==> config.mk <==
export PLATFORM = sky130hd
export DESIGN_NAME = obuf_drain
export DESIGN_NICKNAME = d
export VERILOG_FILES = /design/src/rtl/bitfusion_pkg.sv /design/src/rtl/obuf_drain_psum_quant.sv /design/src/rtl/obuf_drain.sv
export SDC_FILE = /design/constraint.sdc
export NUM_CORES = 1
export LEC_CHECK = 0
export CORE_ASPECT_RATIO = 1.4
export CORE_MARGIN = 10
export CORE_UTILIZATION = 57
export CTS_BUF_LIST = sky130_fd_sc_hd__clkbuf_4 sky130_fd_sc_hd__clkbuf_8
export CTS_CLUSTER_SIZE = 25
export DETAILED_ROUTE_END_ITERATION = 12
export PLACE_DENSITY = 0.83
export SETUP_SLACK_MARGIN = 0.5
export SYNTH_ARGS = -nofsm -noshare
export SYNTH_HDL_FRONTEND = slang
export SYNTH_SLANG_ARGS = --single-unit
==> constraint.sdc <==
create_clock -name clk -period 9.55 [get_ports clk]
set_clock_uncertainty 0.15 [all_clocks]
set_input_delay 2.3875 -clock clk [delete_from_list [all_inputs] [get_ports clk]]
set_output_delay 2.3875 -clock clk [all_outputs]
set_load 0.02 [all_outputs]
==> src/rtl/bitfusion_pkg.sv <==
// rtl/bitfusion_pkg.sv - shared types and default sizes for the BitFusion output drain
package bitfusion_pkg;

    localparam int ARRAY_SIZE_D = 4;
    localparam int DATA_W_D     = 32;
    localparam int OUT_W_D      = 16;
    localparam int ADDR_W_D     = 10;

    typedef enum logic [1:0] {
        IDLE  = 2'd0,
        DRAIN = 2'd1,
        DONE  = 2'd2
    } drain_state_t;

endpackage

==> src/rtl/obuf_drain_psum_quant.sv <==
// rtl/obuf_drain_psum_quant.sv - combinational round/shift/ReLU/saturate of one partial sum
module psum_quant #(
    parameter int DATA_W = 32,
    parameter int OUT_W  = 16
) (
    input  logic [DATA_W-1:0] i_s,
    input  logic [4:0]        i_shift,
    input  logic              i_relu_en,
    output logic [OUT_W-1:0]  o_data
);

    // One extra bit of headroom so adding the rounding constant cannot wrap.
    localparam logic signed [DATA_W:0] W_MAX = $signed({{(DATA_W-OUT_W+2){1'b0}}, {(OUT_W-1){1'b1}}});
    localparam logic signed [DATA_W:0] W_MIN = $signed({{(DATA_W-OUT_W+2){1'b1}}, {(OUT_W-1){1'b0}}});

    logic signed [DATA_W:0] w_ext;
    logic signed [DATA_W:0] w_half;
    logic signed [DATA_W:0] w_rnd;
    logic signed [DATA_W:0] w_relu;
    logic signed [DATA_W:0] w_sat;

    // Round half up, arithmetic shift, optional ReLU, then clamp to the output range.
    always_comb begin
        w_ext  = $signed({i_s[DATA_W-1], i_s});
        w_half = '0;
        w_rnd  = w_ext;
        if (i_shift != 5'd0) begin
            w_half = $signed({{DATA_W{1'b0}}, 1'b1} << (i_shift - 5'd1));
            w_rnd  = (w_ext + w_half) >>> i_shift;
        end
        w_relu = (i_relu_en && (w_rnd < 0)) ? '0 : w_rnd;
        if (w_relu > W_MAX) begin
            w_sat = W_MAX;
        end else if (w_relu < W_MIN) begin
            w_sat = W_MIN;
        end else begin
            w_sat = w_relu;
        end
        o_data = w_sat[OUT_W-1:0];
    end

endmodule

==> src/rtl/obuf_drain.sv <==
// rtl/obuf_drain.sv - snapshot accumulator columns and drain them, quantized, to the output SRAM
module obuf_drain
    import bitfusion_pkg::*;
#(
    parameter int ARRAY_SIZE = ARRAY_SIZE_D,
    parameter int DATA_W     = DATA_W_D,
    parameter int OUT_W      = OUT_W_D,
    parameter int ADDR_W     = ADDR_W_D
) (
    input  logic                             clk,
    input  logic                             nRST,
    input  logic                             start,
    input  logic [ARRAY_SIZE-1:0][DATA_W-1:0] acc_sums,
    input  logic [4:0]                       shift,
    input  logic                             relu_en,
    input  logic [ADDR_W-1:0]                base_addr,
    output logic [ARRAY_SIZE-1:0]            acc_clear,
    output logic                             out_valid,
    input  logic                             out_ready,
    output logic [OUT_W-1:0]                 out_data,
    output logic [ADDR_W-1:0]                out_addr,
    output logic                             busy,
    output logic                             done,
    output logic                             overrun
);

    localparam int COL_W = (ARRAY_SIZE > 1) ? $clog2(ARRAY_SIZE) : 1;
    localparam logic [COL_W-1:0] LAST_COL = COL_W'(ARRAY_SIZE - 1);

    drain_state_t                      r_state;
    drain_state_t                      w_next;
    logic [COL_W-1:0]                  r_col;
    logic [ARRAY_SIZE-1:0][DATA_W-1:0] r_snap;
    logic [4:0]                        r_shift;
    logic                              r_relu;
    logic [ADDR_W-1:0]                 r_base;
    logic                              r_clear;
    logic                              r_overrun;
    logic                              w_take;
    logic                              w_fire;
    logic                              w_last;

    assign w_take = (r_state == IDLE) && start;
    assign w_fire = out_valid && out_ready;
    assign w_last = (r_col == LAST_COL);

    // State register.
    always_ff @(posedge clk or negedge nRST) begin
        if (!nRST) begin
            r_state <= IDLE;
        end else begin
            r_state <= w_next;
        end
    end

    // Next-state logic: one pass over the columns, then a single DONE cycle.
    always_comb begin
        w_next = r_state;
        case (r_state)
            IDLE:    if (start) w_next = DRAIN;
            DRAIN:   if (w_fire && w_last) w_next = DONE;
            DONE:    w_next = IDLE;
            default: w_next = IDLE;
        endcase
    end

    // Snapshot, latched controls, column counter, clear pulse and sticky overrun.
    always_ff @(posedge clk or negedge nRST) begin
        if (!nRST) begin
            r_col     <= '0;
            r_snap    <= '0;
            r_shift   <= '0;
            r_relu    <= 1'b0;
            r_base    <= '0;
            r_clear   <= 1'b0;
            r_overrun <= 1'b0;
        end else begin
            r_clear <= w_take;
            if (start && (r_state != IDLE)) begin
                r_overrun <= 1'b1;
            end
            if (w_take) begin
                r_snap  <= acc_sums;
                r_shift <= shift;
                r_relu  <= relu_en;
                r_base  <= base_addr;
                r_col   <= '0;
            end else if (w_fire && !w_last) begin
                r_col <= r_col + 1'b1;
            end
        end
    end

    // Single quantizer shared across columns; it only ever sees registered state,
    // so the word is stable for as long as the consumer stalls.
    psum_quant #(
        .DATA_W (DATA_W),
        .OUT_W  (OUT_W)
    ) u_quant (
        .i_s       (r_snap[r_col]),
        .i_shift   (r_shift),
        .i_relu_en (r_relu),
        .o_data    (out_data)
    );

    assign out_addr  = r_base + ADDR_W'(r_col);
    assign out_valid = (r_state == DRAIN);
    assign busy      = (r_state != IDLE);
    assign done      = (r_state == DONE);
    assign acc_clear = {ARRAY_SIZE{r_clear}};
    assign overrun   = r_overrun;

endmodule

==> impl_metrics.py <==
metrics = {
    "logic_synthesis": {
        "synth_area_um2": 12200,
        "syn_avg_cell_area_um2": 9.248,
        "syn_inst": 1319,
        "synth_edf_count": 0,
        "yosysTopAreaCellShare_pct": 30.77,
        "ys_warn_count": 0,
        "synth_cell_type_count": 86,
        "ys.flop_type": "dfrtp_1",
        "async_flop_share_pct": 100.0,
        "synthTopCellsByArea": "dfrtp_1 (31%), mux2_2 (13%), mux4_2 (6.8%), nand2_1 (3.9%), nor2_1 (3.9%)",
        "synth_fp_nets": 1504,
        "ys_ff_latch": 150,
        "yosysSeqAreaShare_pct": 30.77,
        "yosysTopAreaCell": "dfrtp_1",
    },
    "sta": {
        "rsz0062_at_grt": "no",
        "fin_crit_sh_pct": 93.14,
        "worst_pin_slew_ns": 1.225,
        "fin_tns_setup_ns": 0,
        "drv_slew": 0,
        "hold_viol_final": 0,
        "relSlewSlack_pct": 17.87,
        "clock.fmax_ghz": 0.1124,
        "setup_viol": 0,
        "period_needed_ns": 8.895,
    },
    "routing": {
        "post_drt_wl_per_cell_um": 29.53,
        "drtAntennaViolNets": 0,
        "via_per_inst": 7.110,
        "wirelength_mm": 51.97,
        "first_iter_violations": 1445,
        "drt-pass1-iter-count": 5,
        "drcViolationCount": 0,
        "dr_total_vias": 12510,
    },
    "final_layout": {
        "drive_above_1_share_pct": 24.27,
        "syn2layout_area_growth_pct": 22.71,
        "seq_area_um2": 3761,
        "fin_nets": 1673,
        "fillers": 1518,
        "antenna_cells": 0,
        "multi_input_area_um2": 8036,
    },
    "placed_design": {
        "io_buffers": 181,
        "place_hpwl_mm": 37.76,
        "place_congestion": 1.072,
    },
    "clocking": {
        "clock_latency_ns": 0.46,
        "clkTransAtPathRegs_ns": 0.08,
        "tritoncts": "built",
        "hold_buffers": 0,
        "clk_path_buf_depth": 2,
        "cts_buffers": 17,
        "root_buffer": "clkbuf_8",
        "cts_sinks": 150,
        "htreeDepth": 4,
    },
    "floorplan": {
        "io_pins": 182,
        "core_um2": 21130,
        "std_cell_rows": 63,
        "dieWidth_um": 143.6,
        "fp.dieH_um": 193.1,
        "initial_core_util_pct": 57.74,
        "design.die.area_um2": 27730,
    },
    "status": {
        "status": "complete, no violations",
    },
    "setup_path": {
        "crit_path_end_kind": "output pin",
        "crit_type": "reg -> out",
        "worst_ep_required_time_ns": 7.01,
        "cp_cell_sequence": "buf_6, mux4_2, ha_1, o211ai_1, o211ai_1, nand4_2, a211oi_4, nor3_1, o211a_1, a221o_1, a21o_1, o22a_1, a211o_1, or3_1, o31a_4, o21ai_0, clkdlybuf4s15_1",
        "critPathArrivalTime_ns": 6.36,
        "cp_common_cell": "o211ai_1",
        "crit_fanout": 15,
        "cpMaxStageDelayCell": "mux4_2",
        "r2r_slack_ns": 6.43,
        "critPathLaunchType": "flop",
        "slowest_delay_ns": 0.59,
    },
    "grt": {
        "antenna_found_initial": 0,
        "grt_pass1_vias": 12980,
        "grt_start_max_net_pins": 87,
        "grt_usage_pct": 37.33,
        "grt_pass1_wl_mm": 78.18,
        "grt_overflow_total": 0,
    },
    "min_path": {
        "hold_class": "reg -> reg",
    },
    "run": {
        "cap_violations": 0,
    },
}
## synthesized netlist by cell type, types with 10 or more instances
| library cell | number |
|---|---|
| dfrtp_1 | 150 |
| mux2_2 | 141 |
| nand2_1 | 128 |
| nor2_1 | 126 |
| a21oi_1 | 79 |
| o21ai_0 | 67 |
| clkbuf_1 | 52 |
| a211oi_1 | 39 |
| mux4_2 | 37 |
| ha_1 | 35 |
| nor3_1 | 31 |
| nand3_1 | 29 |
| xnor2_1 | 22 |
| a21o_1 | 21 |
| mux2i_1 | 21 |
| inv_1 | 19 |
| nand4_1 | 19 |
| buf_2 | 18 |
| o21ai_2 | 14 |
| and3_1 | 13 |
| buf_1 | 13 |
| xor2_1 | 13 |
| a221oi_1 | 12 |
| and2_1 | 11 |
| o211ai_1 | 11 |
| a31oi_1 | 10 |
| and4_1 | 10 |
| o21a_1 | 10 |
## registers in the layout (all words and copies together), names as in the netlist
name     count
overrun      1
r_snap     128
r_base      10
r_state      2
r_col        2
r_relu       1
r_shift      5
r_clear      1
## critical path: cells and delay by family (launching register included)
family	cells	cell delay (ns)
AOI/OAI and AO/OA	10	3.02
and+or+nand+nor	3	0.83
muxes	1	0.59
buffers and inverters	2	0.56
DFF	1	0.51
adders and majority gates	1	0.40
## worst paths after layout
path,from,end,cells past startpoint
max,r_col[0],out_data[4],17
min,r_snap[114],r_snap[114],1
max reg2reg,r_state[1],r_snap[72],4
min reg2reg,r_snap[114],r_snap[114],1
max in group asynchronous,nRST,r_col[0],2
min in group asynchronous,nRST,r_snap[117],1
## cell usage in the layout (no fill, tap or decap), types with 11 or more instances in the layout
cell type / n
and2_1: 11
clkbuf_8: 20
ha_1: 27
nor2_1: 120
inv_1: 19
a21oi_1: 73
mux4_2: 37
a211oi_1: 36
mux2_2: 141
nand2_1: 123
nor3_1: 29
o21ai_0: 63
mux2i_1: 21
xor2_1: 13
dfrtp_1: 146
buf_4: 64
clkdlybuf4s50_1: 165
a221oi_1: 11
a21o_1: 20
o21ai_2: 14
nand4_1: 19
nand3_1: 29
xnor2_1: 22
o211ai_1: 11
and3_1: 13
## through the flow
stage / area, µm² / setup slack, ns / instances / util (%) / hold WS, ns
final: 14970 / 0.6551 / 1760 / 70.85 / 0.3615
after global routing: 14970 / 0.4857 / 1760 / 70.85 / 0.3783
after CTS: 14790 / 0.5115 / 1753 / 69.99 / 0.3608
after detailed placement: 14290 / 0.5000 / 1714 / 67.62 / 0.3418
after global placement: 14290 / 0.5658 / 1714 / 67.62 / 0.2971
after floorplan: 12200 / 1.055 / 1319 / - / 0.3252
## cells by family (layout without fill, tap and decap cells)
| family | count (synthesis) | count (layout) | share of synthesized area, % |
|---|---|---|---|
| muxes | 199 | 199 | 21.57 |
| DFF | 150 | 150 | 30.77 |
| and+or+nand+nor | 417 | 417 | 16.28 |
| AOI/OAI and AO/OA | 359 | 359 | 20.24 |
| buffers and inverters | 122 | 303 | 4.708 |
| xor gates and xnor gates | 35 | 35 | 2.513 |
| adders and majority gates | 37 | 37 | 3.918 |
## layer usage
metal  wire length, µm  global-route usage, %  part of all wire (%)
met1             17340                  38.83                    33
met2             25410                  63.44                    49
met3              4357                  8.824                   8.4
met4              4860                  29.84                   9.4
met5                 0                      0                     0
## timing repair
| action | 4_1_cts | 5_1_grt |
|---|---|---|
| pin swaps | 3 | 4 |
| setup endpoints to repair | 15 | 15 |
| gates cloned | 0 | 0 |
| setup buffers | 8 | 7 |
| resized for setup | 28 | 40 |
## area by class of cell
class | count | area share (%)
clock inverters | 9 | 0.6353
multi-input cells | 1047 | 53.69
clock buffers | 22 | 1.939
well taps | 260 | 2.173
flip-flops and latches | 150 | 25.13
inverters | 22 | 0.5517
repair buffers | 250 | 15.88
Power is left out: the tool's default activity adds up to more than one toggle a clock period on the data nets, which glitch-free logic cannot reach.
